<file path="src/rtl/mem_arb_pkg.sv">
// Shared types and helpers for the program-memory port arbiter.
// Grant vectors are one-hot with the bit positions given below.
package mem_arb_pkg;

  typedef enum logic [1:0] {
    StIdle,
    StIssue,
    StWait,
    StAck
  } arb_state_e;

  typedef enum logic {
    GCpu,
    GDbg
  } grant_e;

  localparam int unsigned GntCpuIdx = 0;
  localparam int unsigned GntDbgIdx = 1;

  localparam int unsigned RdLatMin = 1;
  localparam int unsigned RdLatMax = 3;
  localparam int unsigned LatCntW  = 2;

  function automatic bit rd_lat_ok(input int unsigned lat);
    return (lat >= RdLatMin) && (lat <= RdLatMax);
  endfunction

endpackage

</file>
<file path="src/rtl/mem_arb_grant.sv">
// Tie-break between the CPU and debug ports with a starvation guard for debug.
// The grant is combinational and only valid while arb_en (FSM idle) is high.
module mem_arb_grant
  import mem_arb_pkg::*;
#(
  parameter int unsigned MAX_STREAK = 4
) (
  input  logic       Clk,
  input  logic       Reset,
  input  logic       arb_en,
  input  logic       cpu_req,
  input  logic       dbg_req,
  output logic [1:0] gnt
);

  localparam int unsigned StreakW = $clog2(MAX_STREAK + 1);
  localparam logic [StreakW-1:0] StreakMax = StreakW'(MAX_STREAK);

  logic [StreakW-1:0] streak_q, streak_d;
  logic               force_dbg;
  logic               gnt_cpu;
  logic               gnt_dbg;

  always_comb begin
    force_dbg = dbg_req && (streak_q == StreakMax);
    gnt_dbg   = arb_en && dbg_req && (!cpu_req || force_dbg);
    gnt_cpu   = arb_en && cpu_req && !gnt_dbg;

    gnt            = '0;
    gnt[GntCpuIdx] = gnt_cpu;
    gnt[GntDbgIdx] = gnt_dbg;

    // Streak only tracks CPU wins taken while debug was left waiting.
    streak_d = streak_q;
    if (arb_en) begin
      if (!dbg_req || gnt_dbg) begin
        streak_d = '0;
      end else if (gnt_cpu && (streak_q != StreakMax)) begin
        streak_d = streak_q + 1'b1;
      end
    end
  end

  always_ff @(posedge Clk or posedge Reset) begin
    if (Reset) begin
      streak_q <= '0;
    end else begin
      streak_q <= streak_d;
    end
  end

endmodule

</file>
<file path="src/rtl/mem_port_arbiter.sv">
// Shares a single-port synchronous memory between the CPU and debug/loader ports,
// one access at a time, with all outputs registered.
module mem_port_arbiter
  import mem_arb_pkg::*;
#(
  parameter int unsigned ADDR_W     = 10,
  parameter int unsigned DATA_W     = 16,
  parameter int unsigned RD_LAT     = 1,
  parameter int unsigned MAX_STREAK = 4
) (
  input  logic              Clk,
  input  logic              Reset,
  input  logic              cpu_req,
  input  logic              cpu_we,
  input  logic [15:0]       cpu_addr,
  input  logic [DATA_W-1:0] cpu_wdata,
  output logic              cpu_ack,
  output logic [DATA_W-1:0] cpu_rdata,
  input  logic              dbg_req,
  input  logic              dbg_we,
  input  logic [15:0]       dbg_addr,
  input  logic [DATA_W-1:0] dbg_wdata,
  output logic              dbg_ack,
  output logic [DATA_W-1:0] dbg_rdata,
  output logic [ADDR_W-1:0] mem_addr,
  output logic [DATA_W-1:0] mem_wdata,
  output logic              mem_rden,
  output logic              mem_wren,
  input  logic [DATA_W-1:0] mem_readout,
  output logic              busy
);

  if (!rd_lat_ok(RD_LAT)) begin : g_rd_lat_bad
    $error("mem_port_arbiter: RD_LAT must be in 1..3");
  end

  arb_state_e          state_q, state_d;
  grant_e              owner_q, owner_d;
  logic                we_q, we_d;
  logic [ADDR_W-1:0]   addr_q, addr_d;
  logic [DATA_W-1:0]   wdata_q, wdata_d;
  logic [LatCntW-1:0]  lat_cnt_q, lat_cnt_d;

  logic                cpu_ack_q, cpu_ack_d;
  logic                dbg_ack_q, dbg_ack_d;
  logic [DATA_W-1:0]   cpu_rdata_q, cpu_rdata_d;
  logic [DATA_W-1:0]   dbg_rdata_q, dbg_rdata_d;
  logic [ADDR_W-1:0]   mem_addr_q, mem_addr_d;
  logic [DATA_W-1:0]   mem_wdata_q, mem_wdata_d;
  logic                mem_rden_q, mem_rden_d;
  logic                mem_wren_q, mem_wren_d;
  logic                busy_q, busy_d;

  logic [1:0]          gnt;
  logic                issue_next;
  logic                capture;

  // Upper address bits are deliberately dropped: addresses alias modulo 2**ADDR_W.
  logic unused_addr_bits;
  assign unused_addr_bits = ^{cpu_addr, dbg_addr};

  mem_arb_grant #(
    .MAX_STREAK (MAX_STREAK)
  ) u_grant (
    .Clk     (Clk),
    .Reset   (Reset),
    .arb_en  (state_q == StIdle),
    .cpu_req (cpu_req),
    .dbg_req (dbg_req),
    .gnt     (gnt)
  );

  always_comb begin
    state_d   = state_q;
    owner_d   = owner_q;
    we_d      = we_q;
    addr_d    = addr_q;
    wdata_d   = wdata_q;
    lat_cnt_d = lat_cnt_q;

    unique case (state_q)
      StIdle: begin
        if (gnt != '0) begin
          state_d = StIssue;
          if (gnt[GntDbgIdx]) begin
            owner_d = GDbg;
            we_d    = dbg_we;
            addr_d  = dbg_addr[ADDR_W-1:0];
            wdata_d = dbg_wdata;
          end else begin
            owner_d = GCpu;
            we_d    = cpu_we;
            addr_d  = cpu_addr[ADDR_W-1:0];
            wdata_d = cpu_wdata;
          end
        end
      end
      StIssue: begin
        if (we_q) begin
          state_d = StAck;
        end else begin
          state_d   = StWait;
          lat_cnt_d = LatCntW'(RD_LAT - 1);
        end
      end
      StWait: begin
        if (lat_cnt_q == '0) begin
          state_d = StAck;
        end else begin
          lat_cnt_d = lat_cnt_q - 1'b1;
        end
      end
      StAck: begin
        state_d = StIdle;
      end
      default: begin
        state_d = StIdle;
      end
    endcase
  end

  // Outputs are computed from next state so the registered copies line up with the FSM.
  always_comb begin
    issue_next  = (state_d == StIssue);
    capture     = (state_q == StWait) && (lat_cnt_q == '0);

    mem_rden_d  = issue_next && !we_d;
    mem_wren_d  = issue_next && we_d;
    mem_addr_d  = issue_next ? addr_d : mem_addr_q;
    mem_wdata_d = issue_next ? wdata_d : mem_wdata_q;

    cpu_ack_d   = (state_d == StAck) && (owner_d == GCpu);
    dbg_ack_d   = (state_d == StAck) && (owner_d == GDbg);

    cpu_rdata_d = (capture && (owner_q == GCpu)) ? mem_readout : cpu_rdata_q;
    dbg_rdata_d = (capture && (owner_q == GDbg)) ? mem_readout : dbg_rdata_q;

    busy_d      = (state_d != StIdle);
  end

  always_ff @(posedge Clk or posedge Reset) begin
    if (Reset) begin
      state_q     <= StIdle;
      owner_q     <= GCpu;
      we_q        <= 1'b0;
      addr_q      <= '0;
      wdata_q     <= '0;
      lat_cnt_q   <= '0;
      cpu_ack_q   <= 1'b0;
      dbg_ack_q   <= 1'b0;
      cpu_rdata_q <= '0;
      dbg_rdata_q <= '0;
      mem_addr_q  <= '0;
      mem_wdata_q <= '0;
      mem_rden_q  <= 1'b0;
      mem_wren_q  <= 1'b0;
      busy_q      <= 1'b0;
    end else begin
      state_q     <= state_d;
      owner_q     <= owner_d;
      we_q        <= we_d;
      addr_q      <= addr_d;
      wdata_q     <= wdata_d;
      lat_cnt_q   <= lat_cnt_d;
      cpu_ack_q   <= cpu_ack_d;
      dbg_ack_q   <= dbg_ack_d;
      cpu_rdata_q <= cpu_rdata_d;
      dbg_rdata_q <= dbg_rdata_d;
      mem_addr_q  <= mem_addr_d;
      mem_wdata_q <= mem_wdata_d;
      mem_rden_q  <= mem_rden_d;
      mem_wren_q  <= mem_wren_d;
      busy_q      <= busy_d;
    end
  end

  assign cpu_ack   = cpu_ack_q;
  assign dbg_ack   = dbg_ack_q;
  assign cpu_rdata = cpu_rdata_q;
  assign dbg_rdata = dbg_rdata_q;
  assign mem_addr  = mem_addr_q;
  assign mem_wdata = mem_wdata_q;
  assign mem_rden  = mem_rden_q;
  assign mem_wren  = mem_wren_q;
  assign busy      = busy_q;

endmodule

</file>
<file path="config.mk">
export PLATFORM = sky130hd
export DESIGN_NAME = mem_port_arbiter
export DESIGN_NICKNAME = d
export VERILOG_FILES = /design/src/rtl/mem_arb_pkg.sv /design/src/rtl/mem_arb_grant.sv /design/src/rtl/mem_port_arbiter.sv
export SDC_FILE = /design/constraint.sdc
export NUM_CORES = 1
export LEC_CHECK = 0
export CORE_MARGIN = 2
export CORE_UTILIZATION = 45
export DETAILED_ROUTE_END_ITERATION = 10
export PLACE_DENSITY = 0.8
export SLEW_MARGIN = 20
export SYNTH_ARGS = -nofsm -noshare
export SYNTH_HDL_FRONTEND = slang
export SYNTH_SLANG_ARGS = --single-unit
</file>
<file path="constraint.sdc">
create_clock -name Clk -period 3.9 [get_ports Clk]
set_clock_uncertainty 0.2 [all_clocks]
set_input_delay 0.78 -clock Clk [delete_from_list [all_inputs] [get_ports Clk]]
set_output_delay 0.78 -clock Clk [all_outputs]
set_load 0.005 [all_outputs]
</file>
# [Word level (Yosys, flattened, before mapping)]
# Cells that the tools add are included.
[classes] addsub=2 eq_ne=9 mux=21 bitwise_logic=2 n_reduce_logical=27
[ops] op="two-way mux 16 bit" n=3
[ops] op="two-way mux 10 bit" n=3
[ops] op="logical AND 1 bit" n=13
[ops] op="two-way mux 2 bit" n=4
[ops] op="case mux 2 bit (4 select lines)" n=1
[ops] op="nonzero test 2 bit" n=4
[ops] op="two-way mux 1 bit" n=7
[ops] op="equality test 2 bit (second input constant)" n=3
[ops] op="two-way mux 3 bit" n=2
[ops] op="equality test 2 x 1 -> 1 bit (second input constant)" n=2
[ops] op="logical NOT 1 bit" n=4
[ops] op="logical NOT 2 bit" n=2
[ops] op="!= test 2 bit (second input constant)" n=2
[ops] op="case mux 2 bit (2 select lines)" n=1
[ops] op="adder 3 x 1 -> 3 bit (second input constant)" n=1
[ops] op="equality test 3 bit (second input constant)" n=1
[ops] op="!= test 3 bit (second input constant)" n=1
[ops] op="AND reduction 3 bit" n=1
[ops] op="logical OR 1 bit" n=2
[ops] op="inverter 1 bit" n=2
[ops] op="AND reduction 2 bit" n=1
[ops] op="subtractor 2 x 1 -> 2 bit (second input constant)" n=1
[totals] ff_bits=98 in_bits=86 wordCells=77

# [Depth between registers and ports, before layout]
# Gate-level depths: netlist of run 1.
[depth] ltp_word=11 depth_mapped=8 ltp_nobuf=6

# [Hierarchy]
# Synthesis of run 1 repeated with hierarchy kept, for this count alone.
[hier_totals] hier_cells=348 area_unflattened_um2=4383.0
[modules_own_cells] module="mem_port_arbiter" instances=1 cells_each=323 area_per_inst_um2=4166.5
[modules_own_cells] module="mem_arb_grant" instances=1 cells_each=25 area_per_inst_um2=216.5

# [Least setup slack after synthesis of run 1]
# No wires, ideal clock.
[synth_timing] path_type="in2reg" start="input port cpu_req" end="register mem_addr_q[8] (netlist: mem_addr[8])" arrival_time_ns=1.774 path_slack_ns=1.795 cell_stages=6 path_buffers=2 cell_sequence="a21bo_2 buf_2 clkbuf_1 and3_1 a211oi_1 o31ai_1"
[synth_via] elab_chain_cells=9 word_cells_on_any_way=13
[synth_rtl] item="from (decl)" line_no="mem_port_arbiter.sv:13" rtl="input logic cpu_req,"
[synth_rtl] item="logical NOT 1 bit" line_no="mem_arb_grant.sv:26" rtl="gnt_dbg = arb_en && dbg_req && (!cpu_req || force_dbg);"
[synth_rtl] item="logical OR 1 bit" line_no="mem_arb_grant.sv:26"
[synth_rtl] item="logical AND 1 bit" line_no="mem_arb_grant.sv:26"
[synth_rtl] item="logical NOT 1 bit" line_no="mem_arb_grant.sv:27" rtl="gnt_cpu = arb_en && cpu_req && !gnt_dbg;"
[synth_rtl] item="logical AND 1 bit" line_no="mem_arb_grant.sv:27"
[synth_rtl] item="nonzero test 2 bit" line_no="mem_port_arbiter.sv:83" rtl="if (gnt != '0) begin"
[synth_rtl] item="two-way mux 2 bit" line_no="mem_port_arbiter.sv:83"
[synth_rtl] item="case mux 2 bit (4 select lines)" line_no="mem_port_arbiter.sv:81" rtl="unique case (state_q)"
[synth_rtl] item="equality test 2 x 1 -> 1 bit" line_no="mem_port_arbiter.sv:124" rtl="issue_next = (state_d == StIssue);"
[synth_rtl] item="to (signal assigned)" line_no="mem_port_arbiter.sv:169" rtl="mem_addr_q <= mem_addr_d;"
[synth_rtl] item="to (decl)" line_no="mem_port_arbiter.sv:48" rtl="logic [ADDR_W-1:0] mem_addr_q, mem_addr_d;"
# Several ways; a longest one is shown, not always the timed one.
# A chain may end at the register's enable or synchronous reset.

# [Final worst setup path of run 1]
[layout_timing] start="input port cpu_req" end="register mem_wdata_q[15] (netlist: mem_wdata[15])"
[layout_via] elab_chain_cells=9 word_cells_on_any_way=13
[layout_rtl] item="logical NOT 1 bit" line_no="mem_arb_grant.sv:26"
[layout_rtl] item="logical OR 1 bit" line_no="mem_arb_grant.sv:26"
[layout_rtl] item="logical AND 1 bit" line_no="mem_arb_grant.sv:26"
[layout_rtl] item="logical NOT 1 bit" line_no="mem_arb_grant.sv:27"
[layout_rtl] item="logical AND 1 bit" line_no="mem_arb_grant.sv:27"
[layout_rtl] item="nonzero test 2 bit" line_no="mem_port_arbiter.sv:83"
[layout_rtl] item="two-way mux 2 bit" line_no="mem_port_arbiter.sv:83"
[layout_rtl] item="case mux 2 bit (4 select lines)" line_no="mem_port_arbiter.sv:81"
[layout_rtl] item="equality test 2 x 1 -> 1 bit" line_no="mem_port_arbiter.sv:124"
[layout_rtl] item="to (signal assigned)" line_no="mem_port_arbiter.sv:170" rtl="mem_wdata_q <= mem_wdata_d;"
[layout_rtl] item="to (decl)" line_no="mem_port_arbiter.sv:49" rtl="logic [DATA_W-1:0] mem_wdata_q, mem_wdata_d;"
# Several ways; a longest one is shown, not always the timed one.

==> summary.txt, run 1 <==
Main flop type after synthesis: dfrtp_1
Met2 Usage GRT: 31.0%
Fin cells: 608
Final hold violation count: 0
Max Slew Vio Count: 0
Die X: 101 microns
Area Growth Syn to Fin: 38.8%
Std-Cell Rows: 35
Post-synth top area share: 57.6%
Synth cell types: 32
Post-CTS resize count: 0
Final period utilization: 69.5%
Min Hold Slack: 0.287 ns
First-pass GRT wire length: 15,100 microns
Slowest cell on the critical path: a21bo_2
Routed vias: 3,234
Number of global-route vias before repair: 3,117
Dominant cell type by area after synthesis: dfrtp_1
Peak VDD IR: 0.368 mV
Die Area: 0.0103 sq mm
Clock network fraction of total power: 13.4%
Mapped cell area: 0.00426 sq mm
Ranking of synthesized cells by area: dfrtp_1 (58%), mux2_2 (8.5%), a211oi_2 (5.0%)
Switch Pwr: 1.66 mW
Place WS: 0.771 ns
Max cap viols: 0
Fin area: 0.00591 sq mm
Via density: 5.32
Share of cells above drive strength 1: 17.3%
Hold Buf Count CTS: 0
Number of fill cells in the layout: 720
Final #Nets: 585
Crit path max fanout: 29
CP peak stage delay: 0.55 ns
Fin crit period: 2.71 ns
Crit path launch type: input pin
WL/cell: 15.7 microns
Die Span Y: 101 microns
CP required: 3.92 ns
Synthesized Nets: 455
Hold WC Path Type: register to register
Sw Share: 35.3%
P_int: 3.05 mW
Post-detail-place hpwl: 6940 microns
Slew HR: 46.6%
Setup CP Type: input pin to register
DR DRC count: 0
I/O pin cnt: 149
DRT Wirelength: 9540 microns
Reg power frac: 37.4%
Combinational power share: 49.2%
Met3 GRT Util: 5.87%
RSZ-0062 raised after global routing: false
CP arrival: 2.73 ns
Final ANT Viol Nets: 0
Clock Sinks: 98
CTS Buf Count: 9
Setup bufs post-CTS: 0
Post-synth EDFFs: 0
Cells after Synth: 362
Final core utilization: 64.3%
Synth warn: 0
CTS H-tree lvls: 3
Setup ws final: 1.19 ns
Seq/Total Area, Yosys: 57.6%
Largest net degree at the start of global routing: 61
Final setup viols: 0
CP Buf/Inv Count: 2
Ys async rst share: 100%
GR Overflow Total: 0
Setup_tns: 0 ns
PwrDens: 797 mW/mm^2
Clk slew on worst S/H paths: 0.09 ns
Pleak: 2.55 nW
Status: completed
Total power: 4.71 mW
Routability cong.: 0.760
Root buffer cell: clkbuf_8
Initial DRC count: 88
Diodes inserted: 0
Mean post-synth cell area: 11.8 sq um
Post-DP Area: 0.00570 sq mm
CTS tree: built
Inst Count DP: 592
GRT busiest layer: met2
Met1 Use GR: 23.8%
Port-buffer cells: 136
FF+latch count, synth: 98
CP endpoint kind: register
CTS Buffer Depth: 2
Total track usage: 19.0%
First-pass iteration count of the detailed router: 4
Initial antenna violation count: 0
Core ar.: 0.00920 sq mm
Starting density of the core: 46.3%
Clk Latency, worst-skew pair: 0.36 ns
Worst Max-Slew Pin Slew: 0.799 ns
Max Clk Rate: 369 MHz
Critical-path cell list: clkdlybuf4s50_1, a21bo_2, nand2_1, buf_4, a211oi_1, o31ai_1
Largest delay contributor family on the critical path: compound AO/OA/AOI/OAI gates
## metal layers
layer	part of all wire (%)	vias to the layer above
met2	46	132
met3	9.3	17
li1	-	1529
met5	0	-
met1	43	1556
met4	1.8	0
## area by class of cell
class | instances | area [sq um] | share of cell area [%]
sequential | 98 | 2450 | 41.5
multi-input combinational | 234 | 1670 | 28.3
timing repair buffer | 142 | 1420 | 24.0
clock buffer | 11 | 151 | 2.56
tap | 111 | 139 | 2.35
clock inverter | 5 | 45.0 | 0.762
inverter | 7 | 28.8 | 0.487
## state kept, by name, summed over array words and instances (netlist names)
signal / count
state_q: 2
owner_q: 1
mem_rden: 1
cpu_rdata: 16
dbg_rdata: 16
cpu_ack: 1
lat_cnt_q: 2
wdata_q: 16
dbg_ack: 1
mem_wdata: 16
mem_wren: 1
busy: 1
u_grant.streak_q: 3
we_q: 1
addr_q: 10
mem_addr: 10
## power by group through the flow
stage	clock network [mW]	registers [mW]	logic, mW
3_3_place_gp	0	1.76	2.24
2_1_floorplan	0	1.78	1.35
4_1_cts	0.651	1.76	2.33
6_report	0.633	1.76	2.32
5_1_grt	0.699	1.81	2.56
3_5_place_dp	0	1.78	2.33
## synth_stat cells (all sizes together) (2+ instances only)
master	instances
dfrtp	98
nor2	54
nand2	36
mux2	32
and3	27
a211oi	26
o31ai	26
buf	15
clkbuf	8
ha	7
inv	7
o21ai	6
a21bo	2
a21oi	2
a221o	2
a22oi	2
and2	2
nor2b	2
## path summary, 6_finish.rpt
check	cells after the start	slack, ns	start	to
setup / recovery	6	1.19	cpu_req	mem_wdata[15]$_DFFE_PP0N_
hold / removal	2	0.29	mem_addr[6]$_DFFE_PP0N_	mem_addr[6]$_DFFE_PP0N_
setup reg to reg	5	1.51	state_q[0]$_DFF_PP0_	mem_wdata[7]$_DFFE_PP0N_
hold reg to reg	2	0.29	mem_addr[6]$_DFFE_PP0N_	mem_addr[6]$_DFFE_PP0N_
max in group asynchronous	3	2.12	Reset	u_grant.streak_q[1]$_DFFE_PP0P_
min in group asynchronous	2	0.70	Reset	cpu_rdata[6]$_DFFE_PP0P_
## worst register-to-register path, delay by kind of cell (launching register included)
kind,cells,cell delay [ns]
flip-flops,1,0.42
adder cells (fa/ha/maj),1,0.28
buffers and inverters,1,0.11
AO/OA/AOI/OAI,3,1.25
## placed cells by master, fill, tap and decap left out, types with 7 or more instances in the layout
cell,netlist,final
clkdlybuf4s50_1,0,136
dfrtp_1,98,98
nor2_1,54,54
nand2_1,36,36
mux2_2,32,32
and3_1,27,27
a211oi_2,17,17
o31ai_1,16,16
clkbuf_8,0,11
o31ai_2,10,10
a211oi_1,9,9
ha_1,7,7
## cells by family after synthesis
logic type / synth area share, %
simple gates: 13.2
flops: 57.6
compound gates: 15.1
mux: 8.47
buf+inv: 3.59
fa+ha+maj: 2.06
(Power assumes the default switching activity.)
==> run 2: changes to the inputs <==
Settings changed: CORE_UTILIZATION 45 to 41, PLACE_DENSITY 0.8 to 0.77.
Clock period 3.9 ns to 2.2 ns, I/O delays scaled along.
==> summary.txt, run 2 (synthesized netlist as in run 1, its figures left out) <==
DRT Wirelength: 9900 microns
Max Slew Vio Count: 0
Worst hold path cell count: 2
Commonest cells after routing, fill and taps aside: clkdlybuf4s50_1 (136), dfrtp_1 (98), nor2_1 (54)
CP required: 2.24 ns
Critical-path cell list: inv_2, ha_4, and2_4, nand2_1, buf_4, a221o_1, nor2b_1
Max Clk Rate: 486 MHz
Initial DRC count: 91
CTS tree: built
Flop2flop setup slack: 0.14 ns
Final core utilization: 60.9%
Std-Cell Rows: 37
CP Buf/Inv Count: 2
Largest net degree at the start of global routing: 56
Largest delay contributor family on the critical path: flip-flops
CP endpoint kind: register
Core ar.: 0.0102 sq mm
Via density: 5.02
Worst Max-Slew Pin Slew: 0.354 ns
CTS Buf Count: 9
Commonest non-fill, non-tap cell in the layout: clkdlybuf4s50_1
WHS Endpoint: wdata_q[8]$_DFF_PP0_
Initial antenna violation count: 0
Status: completed
Die Area: 0.0112 sq mm
Clock Sinks: 98
Routability cong.: 0.847
RR Endpoint: mem_wren$_DFF_PP0_
Routed vias: 3,280
Fin crit period: 2.06 ns
WL/cell: 15.1 microns
Port-buffer cells: 136
CTS H-tree lvls: 3
Crit path max fanout: 12
Clk slew on worst S/H paths: 0.10 ns
Worst r2r src: state_q[0]$_DFF_PP0_
Die X: 106 microns
CTS Buffer Depth: 2
Area Growth Syn to Fin: 45.7%
CP peak stage delay: 0.43 ns
Pleak: 2.67 nW
Number of global-route vias before repair: 3,266
DR DRC count: 0
Post-DP Area: 0.00594 sq mm
Number of fill cells in the layout: 855
Final hold violation count: 0
Total track usage: 18.1%
Diodes inserted: 0
PwrDens: 1410 mW/mm^2
Die Span Y: 106 microns
RSZ-0062 raised after global routing: false
First-pass GRT wire length: 16,000 microns
Starting density of the core: 41.8%
Peak VDD IR: 0.780 mV
Setup CP Type: register to register
Slowest cell on the critical path: dfrtp_1
CP Launch Point: state_q[0]$_DFF_PP0_
Area taken by multi-input logic gates: 0.00171 sq mm
Final period utilization: 93.5%
GR Overflow Total: 0
Hold WC Path Type: register to register
Fin area: 0.00620 sq mm
Share of cells above drive strength 1: 22.0%
I/O pin cnt: 149
Crit path launch type: register
Reg area: 0.00245 sq mm
Final setup viols: 0
CP arrival: 2.10 ns
Final ANT Viol Nets: 0
Slew HR: 76.2%
Post-detail-place hpwl: 7290 microns
Clk Latency, worst-skew pair: 0.35 ns
Final #Nets: 607
Min-Delay Startpoint: wdata_q[8]$_DFF_PP0_
First-pass iteration count of the detailed router: 4
Max cap viols: 0
Root buffer cell: clkbuf_8
Worst R2R Path Depth: 7
## run 2: how the worst max path moves through the flow
| stage | end | slack [ns] | depth (start not counted) |
|---|---|---|---|
| 2_1_floorplan | mem_addr[1]$_DFFE_PP0N_ | 0.19 | 8 |
| 3_3_place_gp | mem_wdata[15]$_DFFE_PP0N_ | -0.26 | 7 |
| 3_5_place_dp | mem_wdata[15]$_DFFE_PP0N_ | -0.31 | 7 |
| 4_1_cts | mem_wren$_DFF_PP0_ | -0.01 | 7 |
| 5_1_grt | mem_wdata[6]$_DFFE_PP0N_ | 0.007 | 6 |
| 6_report | mem_wren$_DFF_PP0_ | 0.14 | 7 |
## run 2: worst reg2reg max path: stages (launching register included)
cell	delay, ns
dfrtp_1	0.43
inv_2	0.14
ha_4	0.19
and2_4	0.16
nand2_1	0.09
buf_4	0.22
a221o_1	0.37
nor2b_1	0.14
## run 2: stage by stage
stage	total power, mW	std cells	setup slack (ns)	hold slack (ns)	setup TNS [ns]
4_1_cts	8.73	653	-0.00956	0.293	-0.00956
6_report	8.72	654	0.142	0.290	0
3_5_place_dp	7.57	638	-0.308	0.270	-10.48
5_1_grt	9.39	654	0.00727	0.304	0
3_3_place_gp	7.36	638	-0.265	0.260	-7.31
2_1_floorplan	5.55	362	0.195	0.250	0
## run 2: metal layers
layer  GRT usage, %  vias to the layer above  routed length, microns
li1               -                     1578                       -
met1           23.6                     1576                    4410
met2           29.5                      120                    4690
met3           5.58                        6                     737
met4           4.98                        0                      60
met5              0                        -                       0
## run 2: final cells by class
cell class                 instances  area share (%)
clock inverter                     5            1.03
sequential                        98            39.5
tap                              136            2.74
clock buffer                      10            2.06
inverter                           7           0.484
multi-input combinational        234            27.6
timing repair buffer             164            26.5
## run 2: power breakdown
part           total, mW  leakage, nW  switching [mW]  internal [mW]
sequential          3.14         1.15           0.419           2.72
combinational       4.44         1.43            1.98           2.47
clock               1.14       0.0929           0.610          0.528
## run 2: what timing repair did
| item | in CTS | in global routing |
|---|---|---|
| buffers inserted | 0 | 1 |
| pin swaps | 0 | 1 |
| hold buffers | 0 | 0 |
| setup endpoints to repair | 8 | 40 |
| resized for setup | 2 | 9 |
==> run 3: changes to the inputs <==
Settings changed: CAP_MARGIN set to 30, CORE_UTILIZATION 41 to 42, CTS_BUF_LIST set to sky130_fd_sc_hd__clkbuf_4, PLACE_DENSITY 0.77 to 0.78.
==> summary.txt, run 3 (synthesized netlist as in run 1, its figures left out) <==
DR DRC count: 0
WL/cell: 15.0 microns
Fin area: 0.00618 sq mm
Sw Share: 34.2%
Slowest cell on the critical path: a221o_2
Starting density of the core: 43.3%
Slew HR: 67.7%
Hold WC Path Type: input pin to async pin
Setup CP Type: register to register
Routability cong.: 0.820
Post-DP Area: 0.00598 sq mm
Number of global-route vias before repair: 3,345
Fin cells: 652
Clock Sinks: 98
Number of fill cells in the layout: 816
Post-detail-place hpwl: 7470 microns
CTS tree: built
CTS H-tree lvls: 3
Inst Count DP: 635
Fin crit period: 2.06 ns
Pleak: 2.67 nW
Die X: 105 microns
Diodes inserted: 0
Final period utilization: 93.8%
Routed vias: 3,314
Clock network fraction of total power: 11.9%
DRT Wirelength: 9800 microns
Final ANT Viol Nets: 0
Peak VDD IR: 0.783 mV
Switch Pwr: 2.96 mW
Share of cells above drive strength 1: 21.0%
Final hold violation count: 0
Total track usage: 18.7%
Setup_tns: 0 ns
Initial DRC count: 96
Crit path launch type: register
Initial antenna violation count: 0
Std-Cell Rows: 36
Commonest non-fill, non-tap cell in the layout: clkdlybuf4s50_1
Clk Latency, worst-skew pair: 0.43 ns
Crit path max fanout: 32
Critical-path cell list: inv_1, ha_1, a21oi_1, a221o_2, buf_12, o31ai_2
Worst R2R Path Depth: 6
CTS Buffer Depth: 2
First-pass iteration count of the detailed router: 4
CP required: 2.34 ns
CP peak stage delay: 0.45 ns
Combinational power share: 52.0%
CTS Buf Count: 9
Worst Max-Slew Pin Slew: 0.484 ns
Clk slew on worst S/H paths: 0.14 ns
CP endpoint kind: register
Final core utilization: 62.9%
I/O pin cnt: 149
GR Overflow Total: 0
Die Span Y: 105 microns
Max cap viols: 0
Final setup viols: 0
Max Slew Vio Count: 0
Total power: 8.64 mW
First-pass GRT wire length: 16,200 microns
PwrDens: 1400 mW/mm^2
Area Growth Syn to Fin: 45.1%
Port-buffer cells: 136
Die Area: 0.0110 sq mm
Status: completed
Via density: 5.08
Final #Nets: 607
Commonest cells after routing, fill and taps aside: clkdlybuf4s50_1 (136), dfrtp_1 (98), nor2_1 (54)
P_int: 5.68 mW
Core ar.: 0.00982 sq mm
RSZ-0062 raised after global routing: false
Root buffer cell: clkbuf_4
CP arrival: 2.21 ns
Reg power frac: 36.1%
Max Clk Rate: 485 MHz
Largest net degree at the start of global routing: 33
run 3: changes by cell type in the layout (fill, tap and decap cells not counted), moves of 2 or more:
cell      delta
clkbuf_4    +10
buf_12       +2
clkinv_1     +3
buf_4        -2
clkinv_4     -2
clkbuf_8     -9
run 3: timing repair:
item,4_1_cts,5_1_grt
resized for setup,1,6
pin swaps,0,0
hold buffers,0,0
endpoints found under the setup margin,1,39
setup buffers,0,1
run 3: power groups by stage:
| stage | Sequential, mW | Combinational, mW | Clock (mW) |
|---|---|---|---|
| global route | 3.21 | 4.93 | 1.15 |
| finish | 3.12 | 4.49 | 1.03 |
| CTS | 3.12 | 4.47 | 1.06 |
| global placement | 3.14 | 4.27 | 0 |
| floorplan | 3.15 | 2.40 | 0 |
| detailed placement | 3.16 | 4.46 | 0 |
run 3: final cells by class:
| type | count | area [sq um] | share of cell area (%) |
|---|---|---|---|
| Multi-Input combinational cell | 234 | 1700 | 27.5 |
| Timing Repair Buffer | 164 | 1670 | 27.1 |
| Clock buffer | 10 | 75.1 | 1.22 |
| Sequential cell | 98 | 2450 | 39.7 |
| Inverter | 7 | 30.0 | 0.486 |
| Tap cell | 133 | 166 | 2.69 |
| Clock inverter | 6 | 80.1 | 1.30 |
run 3: worst paths after layout:
check,endpoint,from,slack [ns]
max reg2reg,mem_wdata[12]$_DFFE_PP0N_,state_q[1]$_DFF_PP0_,0.14
min in group Clk,mem_wdata[4]$_DFFE_PP0N_,mem_wdata[4]$_DFFE_PP0N_,0.29
min reg2reg,mem_wdata[4]$_DFFE_PP0N_,mem_wdata[4]$_DFFE_PP0N_,0.29
max in group asynchronous,addr_q[7]$_DFF_PP0_,Reset,1.13
min,cpu_rdata[14]$_DFFE_PP0P_,Reset,0.18
max,mem_wdata[12]$_DFFE_PP0N_,state_q[1]$_DFF_PP0_,0.14
run 3: per-layer routing:
metal / GRT usage (%) / routed length (microns)
met5: 0 / 0
met4: 7.90 / 189
met3: 4.24 / 645
met2: 30.7 / 4650
met1: 23.9 / 4320
run 3: stage by stage:
step / setup slack [ns] / hold slack (ns)
CTS: 0.0330 / 0.167
finish: 0.136 / 0.179
global placement: -0.192 / 0.260
global route: 0.0172 / 0.199
floorplan: 0.195 / 0.250
detailed placement: -0.238 / 0.269
run 3: worst max-delay path: cells and delay by family (launching register included):
| family | cells | cell delay, ns |
|---|---|---|
| buf+inv | 2 | 0.34 |
| fa+ha+maj | 1 | 0.22 |
| flops | 1 | 0.43 |
| compound gates | 3 | 0.78 |
